`src/rtl/imm_pkg.sv`:
```
// Shared types and constants for the pipelined immediate generator.
// Selector codes, plus the XLEN legality check used at elaboration.
package imm_pkg;

  typedef enum logic [2:0] {
    IMM_I     = 3'b000,
    IMM_S     = 3'b001,
    IMM_B     = 3'b010,
    IMM_J     = 3'b011,
    IMM_U     = 3'b100,
    IMM_SHAMT = 3'b101,
    IMM_ZIMM  = 3'b110,
    IMM_ILL   = 3'b111
  } immsrc_e;

  function automatic bit xlen_ok(input int xlen);
    return (xlen == 32) || (xlen == 64);
  endfunction

  function automatic int entry_w(input int xlen, input int tag_w);
    return xlen + tag_w + 1;
  endfunction

endpackage

```
`src/rtl/imm_decode.sv`:
```
// Combinational immediate decoder for all RV32/RV64 formats.
// instr_i carries instruction bits [31:7], so bit n of the instruction is instr_i[n-7].
module imm_decode
  import imm_pkg::*;
#(
  parameter int XLEN = 32
) (
  input  logic [24:0]     instr_i,
  input  logic [2:0]      immsrc_i,
  output logic [XLEN-1:0] imm_o,
  output logic            illegal_o
);

  // Signed size casts perform the sign extension from instruction bit 31.
  always_comb begin
    imm_o     = '0;
    illegal_o = 1'b0;
    case (immsrc_e'(immsrc_i))
      IMM_I:     imm_o = XLEN'($signed(instr_i[24:13]));
      IMM_S:     imm_o = XLEN'($signed({instr_i[24:18], instr_i[4:0]}));
      IMM_B:     imm_o = XLEN'($signed({instr_i[24], instr_i[0], instr_i[23:18],
                                        instr_i[4:1], 1'b0}));
      IMM_J:     imm_o = XLEN'($signed({instr_i[24], instr_i[12:5], instr_i[13],
                                        instr_i[23:14], 1'b0}));
      IMM_U:     imm_o = XLEN'($signed({instr_i[24:5], 12'b0}));
      IMM_SHAMT: imm_o = (XLEN == 64) ? XLEN'(instr_i[18:13]) : XLEN'(instr_i[17:13]);
      IMM_ZIMM:  imm_o = XLEN'(instr_i[12:8]);
      IMM_ILL:   illegal_o = 1'b1;
      default:   illegal_o = 1'b1;
    endcase
  end

endmodule

```
`src/rtl/imm_gen_pipe.sv`:
```
// Pipelined immediate generator: decode, then an output register backed by a
// skid register so in_ready_o never depends combinationally on out_ready_i.
module imm_gen_pipe
  import imm_pkg::*;
#(
  parameter int XLEN  = 32,
  parameter int TAG_W = 8
) (
  input  logic             clk_i,
  input  logic             rst_i,
  input  logic             flush_i,
  input  logic             in_valid_i,
  output logic             in_ready_o,
  input  logic [24:0]      instr_i,
  input  logic [2:0]       immsrc_i,
  input  logic [TAG_W-1:0] tag_i,
  output logic             out_valid_o,
  input  logic             out_ready_i,
  output logic [XLEN-1:0]  immext_o,
  output logic [TAG_W-1:0] tag_o,
  output logic             illegal_o
);

  if (!xlen_ok(XLEN)) begin : g_bad_xlen
    $error("imm_gen_pipe: XLEN must be 32 or 64");
  end

  typedef struct packed {
    logic [XLEN-1:0]  imm;
    logic [TAG_W-1:0] tag;
    logic             illegal;
  } entry_t;

  // State encoding is the occupancy pair {OUT valid, SKID valid}.
  typedef enum logic [1:0] {
    EMPTY = 2'b00,
    ONE   = 2'b10,
    FULL  = 2'b11
  } occ_e;

  occ_e            state_q, state_d;
  entry_t          out_q, skid_q, in_entry;
  logic [XLEN-1:0] dec_imm;
  logic            dec_illegal;
  logic            in_xfer, out_xfer;
  logic            load_out_in, load_out_skid, load_skid;

  imm_decode #(.XLEN(XLEN)) u_decode (
    .instr_i   (instr_i),
    .immsrc_i  (immsrc_i),
    .imm_o     (dec_imm),
    .illegal_o (dec_illegal)
  );

  assign in_entry    = '{imm: dec_imm, tag: tag_i, illegal: dec_illegal};
  assign out_valid_o = state_q[1];
  assign in_ready_o  = ~state_q[0];
  assign in_xfer     = in_valid_i & in_ready_o;
  assign out_xfer    = out_valid_o & out_ready_i;

  always_comb begin
    state_d       = state_q;
    load_out_in   = 1'b0;
    load_out_skid = 1'b0;
    load_skid     = 1'b0;
    if (flush_i) begin
      state_d = EMPTY;
    end else begin
      case (state_q)
        EMPTY: if (in_xfer) begin
          load_out_in = 1'b1;
          state_d     = ONE;
        end
        ONE: if (out_xfer) begin
          load_out_in = in_xfer;
          state_d     = in_xfer ? ONE : EMPTY;
        end else if (in_xfer) begin
          load_skid = 1'b1;
          state_d   = FULL;
        end
        FULL: if (out_xfer) begin
          load_out_skid = 1'b1;
          state_d       = ONE;
        end
        default: state_d = EMPTY;
      endcase
    end
  end

  always_ff @(posedge clk_i or posedge rst_i) begin
    if (rst_i) state_q <= EMPTY;
    else       state_q <= state_d;
  end

  // Data registers only load on a transfer so outputs hold while stalled.
  always_ff @(posedge clk_i or posedge rst_i) begin
    if (rst_i) begin
      out_q  <= '0;
      skid_q <= '0;
    end else begin
      if (load_out_in)        out_q <= in_entry;
      else if (load_out_skid) out_q <= skid_q;
      if (load_skid)          skid_q <= in_entry;
    end
  end

  assign immext_o  = out_q.imm;
  assign tag_o     = out_q.tag;
  assign illegal_o = out_q.illegal;

endmodule
```
`config.mk`:
```
export PLATFORM = sky130hd
export DESIGN_NAME = imm_gen_pipe
export DESIGN_NICKNAME = d
export VERILOG_FILES = /design/src/rtl/imm_pkg.sv /design/src/rtl/imm_decode.sv /design/src/rtl/imm_gen_pipe.sv
export SDC_FILE = /design/constraint.sdc
export NUM_CORES = 1
export LEC_CHECK = 0
export ABC_CLOCK_PERIOD_IN_PS = 4280
export BUFFER_PORTS_ARGS = -buffer_cell sky130_fd_sc_hd__buf_4
export CAP_MARGIN = 20
export CORE_AREA = 5 5 116 118
export DETAILED_ROUTE_END_ITERATION = 10
export DIE_AREA = 0 0 121 123
export PLACE_DENSITY_LB_ADDON = 0.12
export SYNTH_ARGS = -nofsm -noshare
export SYNTH_HDL_FRONTEND = slang
export SYNTH_SLANG_ARGS = --single-unit
```
`constraint.sdc`:
```
create_clock -name clk_i -period 4.28 [get_ports clk_i]
set_input_delay 1.07 -clock clk_i [delete_from_list [all_inputs] [get_ports clk_i]]
set_output_delay 1.07 -clock clk_i [all_outputs]
set_load 0.005 [all_outputs]
```
==> results.md <==
* Clock Tree Buf Depth at 2
* Num ports at 84
* CP max FO at 45
* Worst-skew pair later-pin latency at 0.34 ns
* Detailed Route Iter0 Violations at 182
* Syn Area/Cell at 10.4 sq um
* Seq/Total Area, Yosys at 50.3%
* Post-place setup slack at 1.20 ns
* Arr. time, crit path at 2.94 ns
* Synthesized net count at 447
* Startpoint types: input port
* Dpl cell area at 4920 sq um
* Vias per cell at 4.74
* Peak supply drop at 0.329 mV
* Cell area after layout at 5230 sq um
* Die H at 123 um
* First-pass GRT wire length at 16,500 um
* Final Wtd Congestion at 0.735
* Ratio of cells with drive above 1 in the final layout at 31.6%
* Leak at 2.52 nW
* Status: complete, no violations
* Die Area at 14,900 sq um
* Critical path class: input port to flop
* TNS Setup at 0 ns
* Syn Std Cell Area at 4180 sq um
* CTS tree: built
* CTS resizes at 0
* HPWL after detailed placement at 6930 um
* Nets at 518
* Setup Buffers After CTS at 0
* CP endpoint kind: flop
* Core ar. at 12,400 sq um
* Hold Crit Class: flop to flop
* Starting Density at 33.8%
* CTS Root Buffer Type: clkbuf_16
* H-tree depth at 3
* Std-Cell Rows at 41
* Worst slew pin tran at 0.940 ns
* Pwr Density at 625 nW/um^2
* TritonRoute pass-1 iters at 5
* Post-Route WL at 10,200 um
* Synth Register Bits at 84
* Relative slew margins at 37.3%
* Cts bufs inserted at 9
* # port buffers at 83
* Final Hold Viols at 0
* Gr ovfl total at 0
* Worst setup margin at 1.56 ns
* Final setup vio count at 0
* Antenna violations before repair at 0
* Vias at 3,078
* # Max-Cap Violations at 0
* Worst Skew at 0.0116 ns
* RSZ-0062 raised after global routing: false
* Slew Viols, Final at 0
* Die width at 121 um
* Pin count of the biggest net entering global routing at 83
* Final ANT Viol Nets at 0
* Area grow syn2layout at 25.2%
* Vias in the first global route at 3,177
* Mapped Cells at 402
* Minimum clock period at 2.72 ns
* FMAX at 368 MHz
* Netlist cell types at 39
* Total GRT Usage at 14.2%
* N_diodes at 0
* Final period util at 63.5%
* Clk sink count at 84
* Reg clk slew, reported paths at 0.06 ns
* YS warnings at 0
* Residual DRC at 0
* Worst Path Required at 4.50 ns
* Routed WL per cell at 15.6 um
* Post-CTS Hold Buffers at 0
placed cells by master, fill, tap and decap left out, drive strengths merged, types with 4 or more instances in the layout:
master / count
ha: 4
inv: 5
o22a: 7
nand2: 42
nor2b: 5
nor2: 33
mux2i: 23
nand2b: 7
buf: 90
o21ai: 39
dfrtp: 84
a21oi: 54
mux2: 42
a21o: 4
clkbuf: 10
per-layer routing:
layer | track usage, % | wire (um)
met5 | 0 | 0
met4 | 2.76 | 51
met3 | 4.99 | 491
met2 | 21.9 | 4690
met1 | 19.4 | 4940
state kept, by name, indices dropped and copies added (netlist names):
signal / flops
skid_q: 41
immext_o: 32
tag_o: 8
state_q: 2
illegal_o: 1
power by group:
| group | internal (mW) | leakage [nW] | switching [mW] | total (mW) |
|---|---|---|---|---|
| registers | 1.16 | 1.04 | 0.208 | 1.37 |
| logic | 0.638 | 1.34 | 0.462 | 1.10 |
| clock network | 0.472 | 0.145 | 0.326 | 0.798 |
| total | 2.27 | 2.52 | 0.996 | 3.27 |
final timing paths:
path	slack, ns	from	to	cells past startpoint
min in group asynchronous	0.80	rst_i	tag_o[6]	3
max in group asynchronous	2.84	rst_i	immext_o[20]	3
worst min-delay path	0.47	skid_q[19]	skid_q[19]	2
worst max register to register	1.62	state_q[1]	skid_q[2]	5
worst min register to register	0.47	skid_q[19]	skid_q[19]	2
worst max-delay path	1.56	out_ready_i	skid_q[2]	5
through the flow:
| step | utilization [%] | hold slack, ns | std cells | power (mW) |
|---|---|---|---|---|
| 6_report | 42.3 | 0.474 | 650 | 3.27 |
| 2_1_floorplan | - | 0.446 | 402 | 1.99 |
| 3_3_place_gp | 39.8 | 0.456 | 634 | 2.47 |
| 4_1_cts | 42.3 | 0.482 | 650 | 3.33 |
| 5_1_grt | 42.3 | 0.512 | 650 | 3.53 |
| 3_5_place_dp | 39.8 | 0.466 | 634 | 2.51 |
Yosys cell counts, drive strengths merged:
cell	count	area, sq um
dfrtp	84	2100
a21oi	54	270
mux2	42	526
nand2	42	158
o21ai	39	195
nor2	33	124
mux2i	23	230
clkbuf	16	61.3
buf	14	88.8
nand2b	7	43.8
o22a	7	61.3
inv	5	18.8
nor2b	5	31.3
a21o	4	30.0
ha	4	50.1
a22oi	3	22.5
a31oi	2	12.5
and2	2	12.5
and3b	2	17.5
a211o	1	8.76
a211oi	1	7.51
a21boi	1	7.51
and4b	1	10.0
nand4b	1	8.76
nor3	1	16.3
nor3b	1	7.51
nor4b	1	8.76
o2111ai	1	8.76
o21a	1	7.51
o31ai	1	7.51
o32ai	1	8.76
or3b	1	8.76
xor2	1	8.76
critical path, stage by stage:
cell and delay (ns):
buf_4 0.13, a21boi_1 0.16, or3b_2 0.84, buf_4 0.39, mux2_4 0.33
final cells by class:
class	instances	area [sq um]
Multi-Input combinational cell	283	1910
Tap cell	172	215
Inverter	5	20.0
Sequential cell	84	2100
Fill cell	1226	7130
Clock buffer	10	239
Timing Repair Buffer	90	676
Clock inverter	6	71.3
cell families after synthesis:
kind of cell,share of synthesized area (%)
adder cells (fa/ha/maj),1.20
AND/OR/NAND/NOR,10.7
multiplexers,18.1
AO/OA/AOI/OAI,15.5
buffers and inverters,4.04
flip-flops,50.3
XOR/XNOR,0.210
(Power assumes the default switching activity.)
